[config.mk]
export PLATFORM = sky130hd
export DESIGN_NAME = x_in_to_single_out
export DESIGN_NICKNAME = d
export VERILOG_FILES = /design/src/rtl/generic_pkg.sv /design/src/rtl/x_in_to_single_out.sv
export SDC_FILE = /design/constraint.sdc
export NUM_CORES = 1
export LEC_CHECK = 0
export BUFFER_PORTS_ARGS = -buffer_cell sky130_fd_sc_hd__buf_4
export CAP_MARGIN = 5
export CORE_AREA = 2 2 39 41
export CTS_BUF_LIST = sky130_fd_sc_hd__clkbuf_16
export DETAILED_ROUTE_END_ITERATION = 10
export DIE_AREA = 0 0 41 43
export GPL_ROUTABILITY_DRIVEN = 0
export PLACE_DENSITY = 0.81
export SYNTH_ARGS = -nofsm -noshare
export SYNTH_HDL_FRONTEND = slang
export SYNTH_SLANG_ARGS = --single-unit
export TNS_END_PERCENT = 10
[constraint.sdc]
create_clock -name clk -period 1.5 [get_ports clk]
set_input_delay 0.15 -clock clk [delete_from_list [all_inputs] [get_ports clk]]
set_output_delay 0.15 -clock clk [all_outputs]
set_load 0.05 [all_outputs]
[src/rtl/generic_pkg.sv]
// Shared types and helpers for the serializer blocks.
// Latency: n/a (types and constant functions only).
// Backpressure: n/a.
package generic_pkg;

    // Serializer control states: waiting for a word, or shifting one out.
    typedef enum logic {
        IDLE  = 1'b0,
        SHIFT = 1'b1
    } ser_state_t;

    // Counter width able to index n items; never collapses to zero bits.
    function automatic int cnt_w(input int n);
        return (n <= 1) ? 1 : $clog2(n);
    endfunction

endpackage

[src/rtl/x_in_to_single_out.sv]
// Parallel-to-serial: accepts a NUM_INS-bit word, emits it one bit per accepted beat.
// Latency: word accepted at edge k -> first bit valid in cycle k+1; full rate back-to-back.
// Backpressure: out_ready low freezes out_bit/out_valid; in_ready only rises in IDLE or on a consumed last bit.

// Register with synchronous active-high reset to a fixed value.
`ifndef REG_DECL_DEFINED
`define REG_DECL_DEFINED
`define REG_DECL(q, rstval, d) \
    always_ff @(posedge clk) begin \
        if (rst) q <= rstval; \
        else     q <= d; \
    end
`endif

module x_in_to_single_out
    import generic_pkg::*;
#(
    parameter int NUM_INS   = 8,
    parameter bit LSB_FIRST = 1'b1,
    parameter bit IDLE_VAL  = 1'b0
) (
    input  logic               clk,
    input  logic               rst,
    input  logic [NUM_INS-1:0] in_data,
    input  logic               in_valid,
    output logic               in_ready,
    output logic               out_bit,
    output logic               out_valid,
    input  logic               out_ready,
    output logic               out_first,
    output logic               out_last
);

    localparam int             CW       = cnt_w(NUM_INS);
    localparam logic [CW-1:0]  CNT_LAST = CW'(NUM_INS - 1);

    ser_state_t         state;
    ser_state_t         state_nxt;
    logic [CW-1:0]      cnt;
    logic [CW-1:0]      cnt_nxt;
    logic [NUM_INS-1:0] word;
    logic [NUM_INS-1:0] word_nxt;
    logic [CW-1:0]      bit_idx;

    logic shifting;
    logic at_last;
    logic word_done;
    logic load;

    assign shifting  = (state == SHIFT);
    assign at_last   = shifting && (cnt == CNT_LAST);
    // The sink taking the last bit frees the word register this very cycle,
    // which is what lets the next word load without a bubble.
    assign word_done = at_last && out_ready;
    assign in_ready  = !shifting || word_done;
    assign load      = in_valid && in_ready;

    // Next-state, counter and word-register update rules.
    always_comb begin
        state_nxt = state;
        cnt_nxt   = cnt;
        word_nxt  = word;
        if (load) begin
            state_nxt = SHIFT;
            cnt_nxt   = '0;
            word_nxt  = in_data;
        end else if (word_done) begin
            state_nxt = IDLE;
        end else if (shifting && out_ready) begin
            cnt_nxt   = cnt + 1'b1;
        end
    end

    // FSM state register.
    `REG_DECL(state, IDLE, state_nxt)

    // Bit counter; stays within 0..NUM_INS-1 and restarts only on load.
    `REG_DECL(cnt, '0, cnt_nxt)

    // Captured word; later in_data changes do not disturb it.
    `REG_DECL(word, '0, word_nxt)

    // cnt never exceeds CNT_LAST, so the mirrored index stays in range.
    assign bit_idx   = LSB_FIRST ? cnt : (CNT_LAST - cnt);

    assign out_valid = shifting;
    assign out_bit   = shifting ? word[bit_idx] : IDLE_VAL;
    assign out_first = shifting && (cnt == '0);
    assign out_last  = at_last;

endmodule
==> results of run 1 <==
## layer usage
metal / vias to the layer above / wire length, µm / track usage, %
li1: 271 / - / -
met2: 24 / 622 / 24.7
met4: 0 / 18 / 10.0
met5: - / 0 / 0
met3: 4 / 94 / 6.28
met1: 262 / 553 / 23.3
## final cells by class
cell class | count | area [µm²] | area share [%]
multi-input cells | 45 | 314 | 38.2
flip-flops and latches | 12 | 244 | 29.7
repair buffers | 19 | 150 | 18.3
clock buffers | 3 | 75.1 | 9.13
well taps | 16 | 20.0 | 2.44
inverters | 4 | 15.0 | 1.83
clock inverters | 1 | 3.75 | 0.457
## worst max-delay path: stages, from the launching register on
cell	delay, ns
dfxtp_4	0.36
mux4_2	0.51
nand2_2	0.08
a21boi_2	0.06
buf_6	0.15
## placed cells by master (no fill, tap or decap), drive strengths merged
cell type / instances
clkinv: 1
nand2: 3
ha: 3
mux4: 2
and2: 1
inv: 4
dfxtp: 12
clkbuf: 3
a21oi: 9
nand3b: 1
nand3: 8
o21ai: 8
nor2: 2
nor3: 3
buf: 19
mux2i: 2
a21boi: 2
xnor2: 1
## logic make-up (layout without fill, tap and decap cells)
family | after synthesis | after routing
AO/OA/AOI/OAI | 19 | 19
AND/OR/NAND/NOR | 18 | 18
flip-flops | 12 | 12
buffers and inverters | 6 | 27
multiplexers | 4 | 4
adder cells (fa/ha/maj) | 3 | 3
XOR/XNOR | 1 | 1
## power breakdown
part | internal [mW] | leakage, nW | total [mW] | switching (mW)
Combinational | 0.0564 | 0.212 | 0.129 | 0.0724
Clock | 0.351 | 0.0385 | 0.487 | 0.137
Sequential | 0.334 | 0.0991 | 0.344 | 0.0101
## registers in the layout, indices dropped and copies added (netlist names)
| register | flops |
|---|---|
| bit_idx | 3 |
| word | 8 |
| out_valid | 1 |
## final timing paths
| check | from | to | slack, ns | depth (start not counted) |
|---|---|---|---|---|
| worst max-delay path | bit_idx[1] | out_bit | -0.05 | 4 |
| worst min-delay path | in_data[0] | word[0] | 0.17 | 3 |
| worst min register to register | word[5] | word[5] | 0.48 | 2 |
| worst max register to register | bit_idx[0] | word[6] | 0.09 | 6 |
## metrics by stage
| stage | setup TNS [ns] | instances |
|---|---|---|
| 5_1_grt | -0.134 | 100 |
| 3_3_place_gp | 0 | 94 |
| 3_5_place_dp | 0 | 94 |
| 6_report | -0.0530 | 100 |
| 4_1_cts | -0.0519 | 100 |
| 2_1_floorplan | -0.653 | 63 |
## synth_stat cells
cell type and n:
a21oi_1 9, ha_1 3, a21boi_2 1, and2_1 1
nand3b_1 1, inv_1 3, o21ai_0 8, clkbuf_1 1
dfxtp_1 12, xnor2_1 1, mux2i_1 2, buf_2 1
nand2_1 3, nor2_1 2, inv_2 1, mux4_1 2
nand3_1 8, a21boi_1 1, nor3_1 3
## timing repair
action / CTS / global route
hold endpoints to repair: 0 / 0
gates resized for setup: 9 / 0
setup buffers: 2 / 0
hold buffers: 0 / 0
setup endpoints to repair: 2 / 3
pin swaps: 3 / 1
==> results by group, run 1 <==
Status
  • Status: complete, but fails checks
  • Violated checks: negative setup slack

Timing
  • Final clock period utilization by the worst path: 104%
  • Final Skew: 0.000951 ns
  • Setup WS post-layout: -0.0530 ns
  • Fin. Hold Viols: 0
  • Final setup viols: 1
  • Final hold slack: approximately 0.17 ns
  • Worst-margin pin slew: 0.247 ns
  • Max Fclk: 0.644 GHz
  • Final period demand of the worst path: 1.55 ns
  • Final Max Slew Viols: 0
  • RSZ-0062 raised after global routing: true
  • Worst relative slew slack: 83.5%

Synth
  • Ranking of synthesized cells by area: dfxtp_1, mux4_1, a21oi_1
  • YS warnings: 0
  • Post-synthesis sequential area ratio: 41.8%
  • Adder-Cell Fraction of Synth Area: 6.54%
  • Xor/xnor share of the synthesized area: 1.53%
  • Post-Synth Simple-Gate Area: 15.3%
  • Main combinational cell family by area after synthesis: compound AO/OA/AOI/OAI gates
  • Post-Syn Nets: 78
  • Compound-Gate Fraction of Synth Area: 18.1%
  • Synth cell types: 19
  • Synth top area share: 41.8%
  • Mapped Cells: 63
  • Area of the mapped netlist: 574 µm²
  • Mux share of post-synthesis cell area: approximately 13%
  • Dominant cell type by area after synthesis: dfxtp_1
  • Syn_area_per_cell: 9.12 µm²
  • Synthesized flop and latch total: 12

GRT
  • Grt ovf: 0
  • Global-route usage over all layers: 17.8%
  • Initial antenna violation count: 0
  • Vias in the first global route: 431
  • Largest net degree at the start of global routing: 13
  • First-pass GRT wire length: 2010 µm

CTS
  • TritonCTS clock tree: built
  • CTS max path bufs: 2
  • Worst skew pair latency: 0.24 ns
  • Worst-path clk slew: about 0.04 ns
  • Root buf cell: clkbuf_16
  • CTS sink cnt: 12
  • H-tree depth: 1
  • CTS Buf Count: 3

Floorplanning
  • Die height: 43 µm
  • Initial Utilization: around two fifths
  • Die Wd: 41 µm
  • Core Region: 1380 µm²
  • IO Pins: 17
  • DIE AREA: about 1800 µm²
  • Number of core rows: 14

Place
  • I/O Buffers: 16
  • Placed cell area: approximately 700 µm²
  • Pre-CTS WS: ~0.035 ns
  • DPL Wire Length: roughly 870 µm

Routing
  • ANT nets after route: 0
  • DR WL/cell: 12.9 µm
  • DRC violations left: 0
  • Detailed Routing Iterations Pass 1: 4
  • Routed WL: 1290 µm
  • Initial DRC Count: 20
  • Vias per cell: between 5 and 6
  • Via count: 561

Pwr
  • Total Power: between 0.9 and 1 mW
  • Peak supply drop: 0.000717 V
  • Leak: 0.350 nW
  • PwrDens: 1170 nW/µm²

Worst setup path
  • Worst EP required: 1.35 ns
  • Startpoint Class: register
  • Critical path arrival: 1.40 ns
  • Critical path class: register to primary output
  • CP max FO: 4
  • Crit end category: primary output

Final layout
  • Cell area after layout: 822 µm²
  • Fillers: 129
  • Area grow syn2layout: 43.1%
  • Nets: 100
  • Final core occ: about three fifths
  • N_diodes: 0
  • Share of post-route cells with drive strength above 1: 36.9%

Run
  • Max cap viols: 0

Worst hold path
  • Hold Path Class: primary input to register
Power figures use the tool's default switching activity.
==> run 2: changes to the inputs <==
==> constraint.sdc (replaced) <==
create_clock -name clk -period 1.5 [get_ports clk]
set_input_delay 0.225 -clock clk [delete_from_list [all_inputs] [get_ports clk]]
set_output_delay 0.225 -clock clk [all_outputs]
set_load 0.05 [all_outputs]
==> results by group, run 2 (synthesis results as in run 1) <==
Status
  • Status: complete, but fails checks
  • Violated checks: negative setup slack

Routing
  • Met3 wire len: 92 µm (-2.1%)
  • Initial DRC Count: 15 (-25%)
  • Routed WL: 1300 µm (+0.62%)
  • Via count: 553 (-1.4%)
  • ANT nets after route: 0 (unchanged)
  • Max layer used: met4
  • DRC violations left: 0 (unchanged)
  • Met2 Wirelength: 653 µm (+5.0%)
  • Detailed Routing Iterations Pass 1: 4 (unchanged)
  • Met1 WL: 529 µm (-4.3%)
  • DR WL/cell: 13.0 µm (+0.62%)
  • Vias per cell: 5.53 (-1.4%)

Floorplanning
  • Core Region: 1380 µm² (unchanged)
  • Die height: 43 µm (unchanged)
  • IO Pins: 17 (unchanged)
  • Die Wd: 41 µm (unchanged)
  • Number of core rows: 14 (unchanged)
  • DIE AREA: 1760 µm² (unchanged)
  • Initial Utilization: 41.5% (unchanged)

Final layout
  • Share of post-route cells with drive strength above 1: 41.7% (+4.8 points)
  • Most common cell after layout, fill and taps aside: buf_4
  • N_diodes: 0 (unchanged)
  • Fillers: 122 (-5.4%)
  • Commonest non-fill, non-tap cells in the layout: buf_4, dfxtp_1, a21oi_1
  • Area grow syn2layout: 47.9%
  • Nets: 101 (+1.0%)
  • Final core occ: 61.4% (+2.0 points)
  • Largest register FFs: 8 (unchanged)
  • Seq. cell area: 245 µm² (+0.51%)
  • Cell area after layout: 850 µm² (+3.3%)
  • Multi-input gate area: 329 µm² (+4.8%)

Worst setup path
  • CP max stage delay: 0.50 ns (about the same)
  • Critical path class: register to primary output
  • Critical path, cell by cell: mux4_2 -> nand2_2 -> a21boi_2 -> buf_6
  • Crit end category: primary output
  • Crit path buffers/inverters: 1 (unchanged)
  • Startpoint Class: register
  • CP delay by family, top: multiplexers
  • Critical path's slowest cell: mux4_2
  • Critical path arrival: 1.38 ns (-0.02 ns)
  • Worst EP required: 1.27 ns (-0.08 ns)
  • CP max FO: 4 (unchanged)

Place
  • DPL Wire Length: 900 µm (+3.0%)
  • I/O Buffers: 16 (unchanged)
  • Placed cell area: 724 µm² (+1.0%)

Pwr
  • Leak: 0.353 nW (+0.80%)
  • Peak supply drop: 0.000709 V (-1.1%)
  • PwrDens: 1110 nW/µm² (-4.6%)
  • Total Power: 0.947 mW (-1.4%)

Timing
  • Final setup viols: 2 (+1)
  • Final Max Slew Viols: 0 (unchanged)
  • Fin. Hold Viols: 0 (unchanged)
  • Final setup TNS: -0.170 ns (-0.117 ns)
  • Final clock period utilization by the worst path: 107% (+3.7 points)
  • RSZ-0062 raised after global routing: true
  • Worst relative slew slack: 82.2% (-1.4 points)
  • Final hold slack: 0.249 ns (+0.0777 ns)
  • Max Fclk: 0.621 GHz (-3.5%)
  • Setup WS post-layout: -0.109 ns (-0.0562 ns)
  • Worst-margin pin slew: 0.267 ns (+0.0205 ns)
  • Final period demand of the worst path: 1.61 ns (+0.0562 ns)
  • Final Skew: 0.00159 ns (+0.000636 ns)

GRT
  • Global-route usage over all layers: 19.0% (+1.1 points)
  • First-pass GRT wire length: 2240 µm (+12%)
  • Largest net degree at the start of global routing: 13 (unchanged)
  • Grt ovf: 0 (unchanged)
  • Vias in the first global route: 556 (+29%)
  • Initial antenna violation count: 0 (unchanged)

CTS
  • CTS sink cnt: 12 (unchanged)
  • Root buf cell: clkbuf_16
  • CTS max path bufs: 2 (unchanged)
  • Worst-path clk slew: 0.04 ns (about the same)
  • Hold Buf Count CTS: 0 (unchanged)
  • TritonCTS clock tree: built
  • H-tree depth: 1 (unchanged)
  • Worst skew pair latency: 0.24 ns (about the same)
  • CTS Buf Count: 3 (unchanged)

Worst hold path
  • Hold Path Class: primary input to register

Run
  • Max cap viols: 0 (unchanged)
-- run 2: timing repair --
item,4_1_cts,5_1_grt
endpoints found under the setup margin,3,12
hold endpoints to repair,0,0
gates resized for setup,10,5
pin swaps,4,1
setup buffers,2,0
-- run 2: path summary, 6_finish.rpt --
check                           startpoint       to  slack, ns  cells after the start
worst max-delay path            bit_idx[1]  out_bit      -0.11                      4
worst min register to register     word[4]  word[4]       0.48                      2
worst max register to register  bit_idx[1]  word[6]          0                      8
worst min-delay path            in_data[3]  word[3]       0.25                      3
-- run 2: report_power, final --
part | switching (mW) | internal (mW) | leakage [nW]
Combinational | 0.0735 | 0.0602 | 0.216
Clock | 0.122 | 0.346 | 0.0370
Sequential | 0.0104 | 0.335 | 0.0996
-- run 2: area by class of cell --
type,count,area share [%]
clock buffer,3,8.84
inverter,4,1.77
multi-input combinational,45,38.7
sequential,12,28.9
tap,16,2.36
timing repair buffer,20,19.4
-- run 2: per-layer routing --
layer  GRT usage (%)  vias up
li1                -      269
met1            22.6      260
met2            28.7       20
met3            6.28        4
met4            10.0        0
met5               0        -
-- run 2: through the flow --
stage / setup slack, ns / instances
final: -0.109 / 100
after global placement: 0.0111 / 95
after CTS: -0.110 / 100
after detailed placement: -0.0124 / 95
after global routing: -0.141 / 100
after floorplan: -0.140 / 63
-- run 2: worst reg2reg max path: cells and delay by family (launching register included) --
family / cells / cell delay, ns
AND/OR/NAND/NOR: 1 / 0.08
buffers and inverters: 3 / 0.37
AO/OA/AOI/OAI: 2 / 0.24
flip-flops: 1 / 0.35
adder cells (fa/ha/maj): 2 / 0.35
